===== src/rtl/seq_pkg.sv =====
// rtl/seq_pkg.sv - shared layer/state types and the five-layer buffer map
package seq_pkg;

    typedef enum logic [2:0] {
        L_CONV0 = 3'd0,
        L_MAX1  = 3'd1,
        L_CONV2 = 3'd2,
        L_MAX3  = 3'd3,
        L_DENSE = 3'd4
    } layer_e;

    typedef enum logic [2:0] {
        S_IDLE, S_ISSUE, S_WAIT, S_NEXT, S_SCAN, S_FINISH, S_ERROR
    } state_e;

    typedef struct packed {
        logic [31:0] data_addr;
        logic [31:0] data_size;
        logic [31:0] weight_addr;
        logic [31:0] weight_size;
        logic [31:0] result_addr;
    } layer_desc_t;

    typedef struct packed {
        logic [31:0] img_base;
        logic [31:0] buf_a;
        logic [31:0] buf_b;
        logic [31:0] out_base;
        logic [31:0] w0_base;
        logic [31:0] w0_size;
        logic [31:0] w2_base;
        logic [31:0] w2_size;
        logic [31:0] w4_base;
        logic [31:0] w4_size;
    } mem_map_t;

    // Activations ping-pong between the two buffers; pooling layers carry no weights.
    function automatic layer_desc_t layer_desc(input layer_e layer, input mem_map_t map);
        layer_desc_t d;
        d = '0;
        case (layer)
            L_CONV0: d = '{map.img_base, 32'd1764, map.w0_base, map.w0_size, map.buf_a};
            L_MAX1:  d = '{map.buf_a,    32'd6400, 32'd0,       32'd0,       map.buf_b};
            L_CONV2: d = '{map.buf_b,    32'd1600, map.w2_base, map.w2_size, map.buf_a};
            L_MAX3:  d = '{map.buf_a,    32'd1296, 32'd0,       32'd0,       map.buf_b};
            L_DENSE: d = '{map.buf_b,    32'd324,  map.w4_base, map.w4_size, map.out_base};
            default: d = '0;
        endcase
        return d;
    endfunction

endpackage


===== src/rtl/layer_sequencer_if.sv =====
// rtl/layer_sequencer_if.sv - control-unit go/done handshake and result-memory read port
interface layer_sequencer_if #(
    parameter int AW = 32,
    parameter int DW = 32
);
    logic          cu_go;
    logic [2:0]    cu_layer_index;
    logic [AW-1:0] cu_data_address;
    logic [AW-1:0] cu_data_size;
    logic [AW-1:0] cu_weight_address;
    logic [AW-1:0] cu_weight_size;
    logic [AW-1:0] cu_result_address;
    logic          cu_done;
    logic          mem_rd_en;
    logic [AW-1:0] mem_rd_addr;
    logic [DW-1:0] mem_rd_data;

    modport master (
        output cu_go, cu_layer_index, cu_data_address, cu_data_size,
               cu_weight_address, cu_weight_size, cu_result_address,
               mem_rd_en, mem_rd_addr,
        input  cu_done, mem_rd_data
    );

    modport slave (
        input  cu_go, cu_layer_index, cu_data_address, cu_data_size,
               cu_weight_address, cu_weight_size, cu_result_address,
               mem_rd_en, mem_rd_addr,
        output cu_done, mem_rd_data
    );
endinterface


===== src/rtl/argmax_scanner.sv =====
// rtl/argmax_scanner.sv - reads ten scores and tracks the signed argmax
module argmax_scanner #(
    parameter int          AW   = 32,
    parameter int          DW   = 32,
    parameter int unsigned BASE = 0
) (
    input  logic          clk,
    input  logic          rstn,
    input  logic          start,
    input  logic          clear,
    output logic          rd_en,
    output logic [AW-1:0] rd_addr,
    input  logic [DW-1:0] rd_data,
    output logic          done,
    output logic [3:0]    idx,
    output logic [DW-1:0] score
);
    logic                 rd_active;
    logic [3:0]           rd_cnt;
    logic                 dat_valid;
    logic [3:0]           dat_idx;
    logic [3:0]           best_idx;
    logic signed [DW-1:0] best_score;
    logic                 take;

    assign rd_en   = rd_active && !clear;
    assign rd_addr = rd_active ? AW'(BASE) + AW'(rd_cnt) : '0;

    // Strict compare keeps the lowest index on ties; word 0 always seeds the best.
    assign take  = dat_valid && ((dat_idx == 4'd0) || ($signed(rd_data) > best_score));
    assign done  = dat_valid && (dat_idx == 4'd9);
    assign idx   = take ? dat_idx : best_idx;
    assign score = take ? rd_data : best_score;

    always_ff @(posedge clk or negedge rstn) begin
        if (!rstn) begin
            rd_active  <= 1'b0;
            rd_cnt     <= '0;
            dat_valid  <= 1'b0;
            dat_idx    <= '0;
            best_idx   <= '0;
            best_score <= '0;
        end else if (clear) begin
            rd_active <= 1'b0;
            dat_valid <= 1'b0;
        end else begin
            dat_valid <= rd_active;
            dat_idx   <= rd_cnt;
            if (start) begin
                rd_active <= 1'b1;
                rd_cnt    <= '0;
            end else if (rd_active) begin
                rd_cnt <= rd_cnt + 4'd1;
                if (rd_cnt == 4'd9) rd_active <= 1'b0;
            end
            if (take) begin
                best_idx   <= dat_idx;
                best_score <= $signed(rd_data);
            end
        end
    end
endmodule


===== src/rtl/layer_sequencer.sv =====
// rtl/layer_sequencer.sv - five-layer go/done initiator with argmax readback
module layer_sequencer
    import seq_pkg::*;
#(
    parameter int          AW       = 32,
    parameter int          DW       = 32,
    parameter int unsigned IMG_BASE = 0,
    parameter int unsigned BUF_A    = 2048,
    parameter int unsigned BUF_B    = 8704,
    parameter int unsigned OUT_BASE = 10240,
    parameter int unsigned W0_BASE  = 12288,
    parameter int unsigned W0_SIZE  = 40,
    parameter int unsigned W2_BASE  = 12352,
    parameter int unsigned W2_SIZE  = 148,
    parameter int unsigned W4_BASE  = 12544,
    parameter int unsigned W4_SIZE  = 3250,
    parameter int unsigned TIMEOUT  = 2000000
) (
    input  logic          clk,
    input  logic          rstn,
    input  logic          start,
    input  logic          abort,
    output logic          busy,
    output logic          net_done,
    output logic          error,
    output logic [3:0]    class_idx,
    output logic [DW-1:0] max_score,
    layer_sequencer_if.master bus
);
    localparam mem_map_t MAP = '{
        img_base: 32'(IMG_BASE), buf_a: 32'(BUF_A), buf_b: 32'(BUF_B),
        out_base: 32'(OUT_BASE), w0_base: 32'(W0_BASE), w0_size: 32'(W0_SIZE),
        w2_base: 32'(W2_BASE), w2_size: 32'(W2_SIZE),
        w4_base: 32'(W4_BASE), w4_size: 32'(W4_SIZE)
    };
    localparam int            TW       = (TIMEOUT > 1) ? $clog2(TIMEOUT) : 1;
    localparam logic [TW-1:0] TMO_LAST = TW'(TIMEOUT - 1);

    state_e        state, state_next;
    layer_e        layer, layer_next;
    layer_desc_t   desc;
    logic [TW-1:0] tmo_cnt;
    logic          scan_start, scan_done;
    logic [3:0]    scan_idx;
    logic [DW-1:0] scan_score;

    always_ff @(posedge clk or negedge rstn) begin
        if (!rstn) state <= S_IDLE;
        else       state <= state_next;
    end

    always_comb begin
        state_next = state;
        layer_next = layer;
        case (state)
            S_IDLE, S_ERROR: if (start) begin
                state_next = S_ISSUE;
                layer_next = L_CONV0;
            end
            S_ISSUE: state_next = S_WAIT;
            S_WAIT: begin
                if (bus.cu_done)              state_next = S_NEXT;
                else if (tmo_cnt == TMO_LAST) state_next = S_ERROR;
            end
            S_NEXT: begin
                if (layer == L_DENSE) begin
                    state_next = S_SCAN;
                end else begin
                    state_next = S_ISSUE;
                    layer_next = layer_e'(layer + 3'd1);
                end
            end
            S_SCAN:   if (scan_done) state_next = S_FINISH;
            S_FINISH: state_next = S_IDLE;
            default:  state_next = S_IDLE;
        endcase
        if (abort) state_next = S_IDLE;
    end

    // Layer arguments are captured only on entry to ISSUE so the control unit sees them stable.
    always_ff @(posedge clk or negedge rstn) begin
        if (!rstn) begin
            layer     <= L_CONV0;
            desc      <= '0;
            tmo_cnt   <= '0;
            class_idx <= '0;
            max_score <= '0;
        end else begin
            if (state_next == S_ISSUE) begin
                layer <= layer_next;
                desc  <= layer_desc(layer_next, MAP);
            end
            if (state == S_ISSUE)     tmo_cnt <= '0;
            else if (state == S_WAIT) tmo_cnt <= tmo_cnt + 1'b1;
            if (state_next == S_FINISH) begin
                class_idx <= scan_idx;
                max_score <= scan_score;
            end
        end
    end

    assign scan_start = (state == S_NEXT) && (layer == L_DENSE) && !abort;

    assign busy     = (state != S_IDLE) && (state != S_ERROR);
    assign net_done = (state == S_FINISH);
    assign error    = (state == S_ERROR);

    assign bus.cu_go             = (state == S_ISSUE) && !abort;
    assign bus.cu_layer_index    = layer;
    assign bus.cu_data_address   = desc.data_addr[AW-1:0];
    assign bus.cu_data_size      = desc.data_size[AW-1:0];
    assign bus.cu_weight_address = desc.weight_addr[AW-1:0];
    assign bus.cu_weight_size    = desc.weight_size[AW-1:0];
    assign bus.cu_result_address = desc.result_addr[AW-1:0];

    argmax_scanner #(.AW(AW), .DW(DW), .BASE(OUT_BASE)) u_scan (
        .clk     (clk),
        .rstn    (rstn),
        .start   (scan_start),
        .clear   (abort),
        .rd_en   (bus.mem_rd_en),
        .rd_addr (bus.mem_rd_addr),
        .rd_data (bus.mem_rd_data),
        .done    (scan_done),
        .idx     (scan_idx),
        .score   (scan_score)
    );
endmodule


===== src/flat_wrapper.sv =====
// flat-port wrapper written by rule: the top's interface ports become plain ports
module layer_sequencer_flat import seq_pkg::*;
#(
    parameter int          AW       = 32,
    parameter int          DW       = 32,
    parameter int unsigned IMG_BASE = 0,
    parameter int unsigned BUF_A    = 2048,
    parameter int unsigned BUF_B    = 8704,
    parameter int unsigned OUT_BASE = 10240,
    parameter int unsigned W0_BASE  = 12288,
    parameter int unsigned W0_SIZE  = 40,
    parameter int unsigned W2_BASE  = 12352,
    parameter int unsigned W2_SIZE  = 148,
    parameter int unsigned W4_BASE  = 12544,
    parameter int unsigned W4_SIZE  = 3250,
    parameter int unsigned TIMEOUT  = 2000000
)
  (clk, rstn, start, abort, busy, net_done, error, class_idx, max_score, bus_cu_go, bus_cu_layer_index, bus_cu_data_address, bus_cu_data_size, bus_cu_weight_address, bus_cu_weight_size, bus_cu_result_address, bus_mem_rd_en, bus_mem_rd_addr, bus_cu_done, bus_mem_rd_data);
  layer_sequencer_if #(.AW(AW), .DW(DW)) bus_i ();
  input  logic clk;
  input  logic rstn;
  input  logic start;
  input  logic abort;
  output logic busy;
  output logic net_done;
  output logic error;
  output logic [3:0] class_idx;
  output logic [DW-1:0] max_score;
  output wire logic [$bits(bus_i.cu_go)-1:0] bus_cu_go;
  output wire logic [$bits(bus_i.cu_layer_index)-1:0] bus_cu_layer_index;
  output wire logic [$bits(bus_i.cu_data_address)-1:0] bus_cu_data_address;
  output wire logic [$bits(bus_i.cu_data_size)-1:0] bus_cu_data_size;
  output wire logic [$bits(bus_i.cu_weight_address)-1:0] bus_cu_weight_address;
  output wire logic [$bits(bus_i.cu_weight_size)-1:0] bus_cu_weight_size;
  output wire logic [$bits(bus_i.cu_result_address)-1:0] bus_cu_result_address;
  output wire logic [$bits(bus_i.mem_rd_en)-1:0] bus_mem_rd_en;
  output wire logic [$bits(bus_i.mem_rd_addr)-1:0] bus_mem_rd_addr;
  input wire logic [$bits(bus_i.cu_done)-1:0] bus_cu_done;
  input wire logic [$bits(bus_i.mem_rd_data)-1:0] bus_mem_rd_data;
  assign bus_cu_go = bus_i.cu_go;
  assign bus_cu_layer_index = bus_i.cu_layer_index;
  assign bus_cu_data_address = bus_i.cu_data_address;
  assign bus_cu_data_size = bus_i.cu_data_size;
  assign bus_cu_weight_address = bus_i.cu_weight_address;
  assign bus_cu_weight_size = bus_i.cu_weight_size;
  assign bus_cu_result_address = bus_i.cu_result_address;
  assign bus_mem_rd_en = bus_i.mem_rd_en;
  assign bus_mem_rd_addr = bus_i.mem_rd_addr;
  assign bus_i.cu_done = bus_cu_done;
  assign bus_i.mem_rd_data = bus_mem_rd_data;
  layer_sequencer #(.AW(AW), .DW(DW), .IMG_BASE(IMG_BASE), .BUF_A(BUF_A), .BUF_B(BUF_B), .OUT_BASE(OUT_BASE), .W0_BASE(W0_BASE), .W0_SIZE(W0_SIZE), .W2_BASE(W2_BASE), .W2_SIZE(W2_SIZE), .W4_BASE(W4_BASE), .W4_SIZE(W4_SIZE), .TIMEOUT(TIMEOUT)) u_core (.clk(clk), .rstn(rstn), .start(start), .abort(abort), .busy(busy), .net_done(net_done), .error(error), .class_idx(class_idx), .max_score(max_score), .bus(bus_i));
endmodule

===== config.mk =====
export PLATFORM = sky130hd
export DESIGN_NAME = layer_sequencer_flat
export DESIGN_NICKNAME = d
export VERILOG_FILES = /design/src/rtl/seq_pkg.sv /design/src/rtl/layer_sequencer_if.sv /design/src/rtl/argmax_scanner.sv /design/src/rtl/layer_sequencer.sv /design/src/flat_wrapper.sv
export SDC_FILE = /design/constraint.sdc
export NUM_CORES = 1
export LEC_CHECK = 0
export ABC_AREA = 1
export ABC_CLOCK_PERIOD_IN_PS = 2600
export CAP_MARGIN = 20
export CELL_PAD_IN_SITES_DETAIL_PLACEMENT = 0
export CELL_PAD_IN_SITES_GLOBAL_PLACEMENT = 1
export CORE_ASPECT_RATIO = 1.5
export CORE_UTILIZATION = 33
export DETAILED_ROUTE_END_ITERATION = 16
export HOLD_SLACK_MARGIN = 0.12
export PLACE_DENSITY = 0.91
export SKIP_CTS_REPAIR_TIMING = 1
export SYNTH_ARGS = -nofsm -noshare
export SYNTH_HDL_FRONTEND = slang
export SYNTH_SLANG_ARGS = --single-unit

===== constraint.sdc =====
create_clock -name clk -period 2.6 [get_ports clk]
set_input_delay 0.52 -clock clk [delete_from_list [all_inputs] [get_ports clk]]
set_output_delay 0.52 -clock clk [all_outputs]
set_load 0.1 [all_outputs]

==> metrics.yaml, run 1 <==
cts:
  numCtsBuffers: 17
  cts_max_path_buffers: 2
  cts_root_buffer: "clkbuf_16"
  clock-sinks: 121
  tritoncts: "built"
  clock_latency_ns: 0.42
  clk_pin_slew_ns: 0.06
  htreeDepth: 4
cells_and_area:
  final_cell_mix: "nand2_1, conb_1, inv_1, nand3_1, dfrtp_1"
  final_common_cell: "nand2_1"
  antennaDiodeCount: 0
  areaGrowthSynthToFinish_pct: 16.8
  nets: 1250
  n_fill_cell: 2487
  layout-drive-gt1-share_pct: 14.0
  instances_no_fill: 1507
setup_path:
  cp_data_required_time_ns: 2.90
  cp.arrival_ns: 2.70
  crit_path_end_kind: "flop"
  path_class: "in2reg"
  start_kind: "input pin"
  critPathMaxFanout: 16
die:
  die_area_mm2: 0.0250
  start_util_pct: 33.8
  fp-row-count: 69
  fp.dieW_um: 130
  core_area_mm2: 0.0238
  io_pins: 273
  die_h_um: 193
sta:
  setup_viol: 0
  fmax_mhz: 416
  skew_ns: 0.0128
  rsz0062_at_grt: "no"
  slew_headroom_pct: 66.2
  final.setup.worst_slack_ns: 0.198
  hold_violations: 0
  layout_min_cycle_time_ns: 2.40
  worstMarginPinSlew_ns: 0.507
  finalCritPeriodShare_pct: 92.4
  drv_slew: 0
global_routing:
  grt_remaining_overflow: 0
  grt_pass1_wl_um: 31000
  grt_usage_pct: 15.8
  antenna_found_initial: 0
  first_global_vias: 6338
  grt_max_degree: 68
yosys:
  avgSynthCellArea_um2: 7.59
  synth-xor-area-share_pct: 0.326
  yosysWarningCount: 0
  yosysSeqAreaShare_pct: 37.6
  yosys.area_share.simple_pct: 26.0
  synthArstFlopShare_pct: 100
  synth_ff_type: "dfrtp_1"
  synth_mux_area_share_pct: 0
  synth_fa_ha_area_share_pct: 5.75
  synth-compound-area-share_pct: 5.36
  yosysUniqueCellTypes: 44
  ys_ff_latch: 121
  synth_top_family_by_area: "simple AND/OR/NAND/NOR gates"
  synth_edf_count: 0
  synth.cell_area_mm2: 0.00805
  syn-instance-count: 1061
route:
  drt-pass1-iter-count: 5
  wirelength_um: 19000
  ant_nets: 0
  drt_iter0_drc: 364
  routed_via_density: 4.37
  wl_per_cell_um: 12.6
  via_count: 6591
  drc: 0
pwr:
  power_leakage_uw: 0.00527
  vdd_drop_max_uv: 856
  p_per_area_mw_per_mm2: 1030
  internal_power_uw: 4610
  clockPowerShare_pct: 24.1
  power_frac_seq_pct: 25.6
  switching_power_uw: 5110
  switching_share_pct: 52.6
  comb_power_share_pct: 50.4
placement:
  globalplace.congestion: 0.822
  port_buffers: 114
  placedCellCount: 1475
  dp_slack_ns: -0.277
  place_hpwl_um: 14000
worst_hold_path:
  holdCritPathClass: "in2reg"
status:
  status: "finished, final reports clean"
flow_run:
  maxCapViolations: 0
kinds of logic (layout without fill, tap and decap cells):
group / Yosys count / count (layout)
flops: 121 / 121
fa+ha+maj: 37 / 37
buf+inv: 344 / 314
xor+xnor: 3 / 3
compound gates: 78 / 78
other cells: 1 / 158
simple gates: 477 / 477
synthesized netlist by cell type (2+ instances only):
library cell,count,share of area [%]
a21boi_1,2,0.19
a21o_1,2,0.19
a21oi_1,27,1.7
a221oi_1,2,0.22
a31oi_1,2,0.16
buf_1,3,0.14
buf_2,6,0.37
buf_4,181,17
buf_6,3,0.42
clkbuf_1,11,0.51
dfrtp_1,121,38
ha_1,37,5.7
inv_1,129,6.0
inv_2,9,0.42
nand2_1,278,13
nand2_2,5,0.39
nand3_1,122,7.6
nand4_1,7,0.54
nor2_1,35,1.6
nor2_2,2,0.16
nor2_4,3,0.42
nor3_1,12,0.75
nor3_2,3,0.37
nor4_1,4,0.31
o21a_1,2,0.19
o21ai_0,24,1.5
o21ai_1,11,0.68
xor2_1,2,0.22
path summary, 6_finish.rpt:
kind                       depth (start not counted)                         start                            to  slack (ns)
setup / recovery                                  16           bus_mem_rd_data[27]           u_core.max_score[2]        0.20
hold / removal                                     2                         abort               u_core.state[1]        0.46
setup reg to reg                                  11             u_core.tmo_cnt[0]          u_core.max_score[23]        0.27
hold reg to reg                                    2  u_core.u_scan.best_score[25]  u_core.u_scan.best_score[25]        0.47
max in group asynchronous                          3                          rstn  u_core.u_scan.best_score[29]        1.23
min in group asynchronous                          2                          rstn          u_core.max_score[12]        0.62
state kept, by name, indices dropped and copies added (netlist names):
signal / count
u_core.u_scan.rd_cnt: 4
u_core.state: 3
u_core.u_scan.dat_idx: 4
u_core.u_scan.rd_active: 1
u_core.bus.cu_layer_index: 3
u_core.tmo_cnt: 21
u_core.bus.cu_data_size: 5
u_core.bus.cu_result_address: 1
u_core.bus.cu_weight_address: 1
u_core.bus.cu_weight_size: 5
u_core.class_idx: 4
u_core.max_score: 32
u_core.u_scan.best_score: 32
u_core.u_scan.dat_valid: 1
u_core.u_scan.best_idx: 4
cell type report:
class / instances / area [µm²] / area share, %
inverter: 140 / 531 / 5.64
sequential: 121 / 3030 / 32.2
tap: 319 / 399 / 4.24
multi-input combinational: 753 / 3630 / 38.6
clock buffer: 24 / 492 / 5.23
timing repair buffer: 143 / 1230 / 13.1
clock inverter: 7 / 91.3 / 0.971
through the flow:
| step | util (%) | hold WS (ns) | area (µm²) | TNS [ns] | power, µW |
|---|---|---|---|---|---|
| floorplan | - | 0.224 | 8650 | 0 | 6760 |
| global placement | 36.9 | 0.457 | 8800 | -16.80 | 7390 |
| detailed placement | 36.9 | 0.463 | 8800 | -17.83 | 7440 |
| CTS | 39.4 | 0.0735 | 9380 | 0 | 9810 |
| global route | 39.5 | 0.448 | 9410 | 0 | 10200 |
| finish | 39.5 | 0.458 | 9410 | 0 | 9720 |
routing by layer:
metal  vias up  share of wire (%)  wire length (µm)  GRT usage, %
li1       3238                  -                 -             -
met1      3092                 39              7450          17.2
met2       240                 54             10300          29.6
met3        21                5.2               983          3.04
met4         0                1.6               296          5.99
met5         -                  0                 0             0
critical path, cell delays in order:
cell             delay [ns]
clkdlybuf4s50_1        0.45
ha_1                   0.31
nand2_1                0.07
nor2_1                 0.15
nand2_1                0.14
nor4_4                 0.16
nand2_1                0.10
nand2_1                0.07
nand2_1                0.04
nand3_1                0.07
nand2_2                0.09
nand2_2                0.14
buf_12                 0.17
nand2_1                0.07
nand3_1                0.08
nand2_1                0.06
power groups by stage:
| stage | clock [µW] | combinational [µW] | sequential (µW) |
|---|---|---|---|
| after floorplan | 0 | 3110 | 3660 |
| after global placement | 0 | 4880 | 2510 |
| after detailed placement | 0 | 4920 | 2520 |
| after CTS | 2400 | 4920 | 2490 |
| after global routing | 2490 | 5170 | 2540 |
| final | 2340 | 4900 | 2490 |
(Power assumes the default switching activity.)
==> run 2: changes to the inputs <==
Settings changed: HOLD_SLACK_MARGIN 0.12 to 0.06, RECOVER_POWER set to 100, SKIP_LAST_GASP set to 1.
==> run 2 against run 1 <==
Effect of this change:
- the flow now finishes with violations (max-capacitance violations, max-slew violations)
- clock-buffer cell count unchanged
- highest routed layer unchanged
- design area down 3.7%
- first-iteration DRC count down 14%
- core utilization down 1.5 points
- sequential share of layout area up 1.2 points
- sequential power about the same
- worst hold slack worse by 0.0099 ns
- non-clock buffer count down 1
- clock skew down 0.0021 ns
==> metrics.yaml, run 2 (same netlist as run 1, synthesis figures left out) <==
die:
  io_pins: 273
  core_area_mm2: 0.0238
  fp-row-count: 69
  start_util_pct: 33.8
  die_h_um: 193
  die_area_mm2: 0.0250
  fp.dieW_um: 130
setup_path:
  crit_path_end_kind: "flop"
  cp.arrival_ns: 2.72
  critPathMostFrequentCell: "nand2_1"
  cp_data_required_time_ns: 2.90
  critPathTopFamily: "simple AND/OR/NAND/NOR gates"
  path_buf_inv: 2
  crit_chain: "clkdlybuf4s50_1 > ha_1 > nand2_1 > nor2_1 > nand2_1 > nor4_4 > nand2_1 > nand2_1 > nand2_1 > nand3_1 > nand2_2 > nand2_2 > buf_12 > nand2_1 > nand3_1 > nand2_1"
  critPathMaxFanout: 16
  slowest_stage: "clkdlybuf4s50_1"
  slowest_delay_ns: 0.45
  path_class: "in2reg"
  start_kind: "input pin"
sta:
  finalCritPeriodShare_pct: 93.0
  skew_ns: 0.0107
  setup_viol: 0
  rsz0062_at_grt: "no"
  worstMarginPinSlew_ns: 2.03
  final.setup.worst_slack_ns: 0.181
  holdWs_ns: 0.448
  hold_violations: 0
  slew_headroom_pct: -35.4
  layout_min_cycle_time_ns: 2.42
  fmax_mhz: 413
  drv_slew: 65
cells_and_area:
  instances_no_fill: 1506
  multi_input_area_mm2: 0.00361
  final_common_cell: "nand2_1"
  n_fill_cell: 2574
  areaGrowthSynthToFinish_pct: 12.5
  regArea_mm2: 0.00303
  final_cell_mix: "nand2_1, conb_1, inv_1, nand3_1, dfrtp_1"
  largestRegisters: "u_core.max_score: 32 flops, u_core.u_scan.best_score: 32 flops, u_core.tmo_cnt: 21 flops"
  post-route-util_pct: 38.0
  nets: 1249
  layout-drive-gt1-share_pct: 7.58
  antennaDiodeCount: 0
  design_area_mm2: 0.00906
flow_run:
  maxCapViolations: 2
pwr:
  comb_power_share_pct: 49.1
  p_per_area_mw_per_mm2: 1050
  power_leakage_uw: 0.00497
  switching_power_uw: 5110
  internal_power_uw: 4360
  switching_share_pct: 54.0
  power_frac_seq_pct: 26.2
  clockPowerShare_pct: 24.8
  vdd_drop_max_uv: 746
cts:
  tritoncts: "built"
  numCtsBuffers: 17
  clk_pin_slew_ns: 0.06
  htreeDepth: 4
  clock-sinks: 121
  clock_latency_ns: 0.42
  cts_root_buffer: "clkbuf_16"
  cts_max_path_buffers: 2
route:
  routed_via_density: 4.40
  ant_nets: 0
  wl_per_cell_um: 12.7
  drc: 0
  drt_iter0_drc: 314
  via_count: 6629
  wirelength_um: 19100
  drt-pass1-iter-count: 5
placement:
  place_area_mm2: 0.00880
  globalplace.congestion: 0.822
  place_hpwl_um: 14000
  dp_slack_ns: -0.277
  port_buffers: 114
  placedCellCount: 1475
global_routing:
  antenna_found_initial: 0
  met3_usage_pct: 3.04
  grt_max_degree: 68
  first_global_vias: 6338
  met1_usage_pct: 17.2
  grt.busiest_layer: "met2"
  grt_pass1_wl_um: 31000
  use_met2_pct: 29.6
  grt_remaining_overflow: 0
  grt_usage_pct: 15.8
worst_hold_path:
  holdCritPathClass: "in2reg"
status:
  status: "finished with violations"
  failed_checks: "max-capacitance violations, max-slew violations"
-- run 2: final timing paths --
path                                         startpoint                           end  slack, ns  cells past startpoint
max reg2reg                             u_core.state[1]            u_core.tmo_cnt[19]       0.28                     13
max                                 bus_mem_rd_data[27]  u_core.u_scan.best_score[15]       0.18                     16
min reg2reg                u_core.u_scan.best_score[25]  u_core.u_scan.best_score[25]       0.47                      2
min in group asynchronous                          rstn          u_core.max_score[12]       0.67                      1
max in group asynchronous                          rstn  u_core.u_scan.best_score[28]       0.46                      2
min                                               abort               u_core.state[1]       0.45                      2
-- run 2: power by group through the flow --
| stage | Combinational [µW] | Clock, µW | Sequential (µW) |
|---|---|---|---|
| final | 4640 | 2340 | 2480 |
| after global routing | 4910 | 2490 | 2530 |
| after CTS | 4920 | 2400 | 2490 |
| after detailed placement | 4920 | 0 | 2520 |
| after global placement | 4880 | 0 | 2510 |
| after floorplan | 3110 | 0 | 3660 |
-- run 2: worst reg2reg max path: stages (launching register included) --
cell	delay (ns)
dfrtp_1	0.44
inv_1	0.11
nor3_1	0.20
clkbuf_1	0.29
nand2_2	0.10
nor2_1	0.14
clkinv_1	0.12
nor2_4	0.12
nand2_1	0.11
inv_2	0.09
nand2_2	0.07
nor4_4	0.22
nand3_1	0.12
a21oi_1	0.14
-- run 2: final cells by class --
type	instances	share of cell area (%)
Multi-Input combinational cell	753	39.9
Sequential cell	121	33.4
Timing Repair Buffer	142	10.0
Inverter	140	5.86
Clock buffer	24	5.43
Tap cell	319	4.41
Clock inverter	7	1.01
-- run 2: per-layer routing --
layer | wire [µm] | vias up
met5 | 0 | -
met4 | 263 | 0
met3 | 1020 | 17
met2 | 10200 | 240
met1 | 7590 | 3132
li1 | - | 3240
-- run 2: metrics by stage --
stage / setup TNS [ns] / power [µW]
floorplan: 0 / 6760
global placement: -16.80 / 7390
detailed placement: -17.83 / 7440
CTS: 0 / 9810
global route: 0 / 9930
finish: 0 / 9460
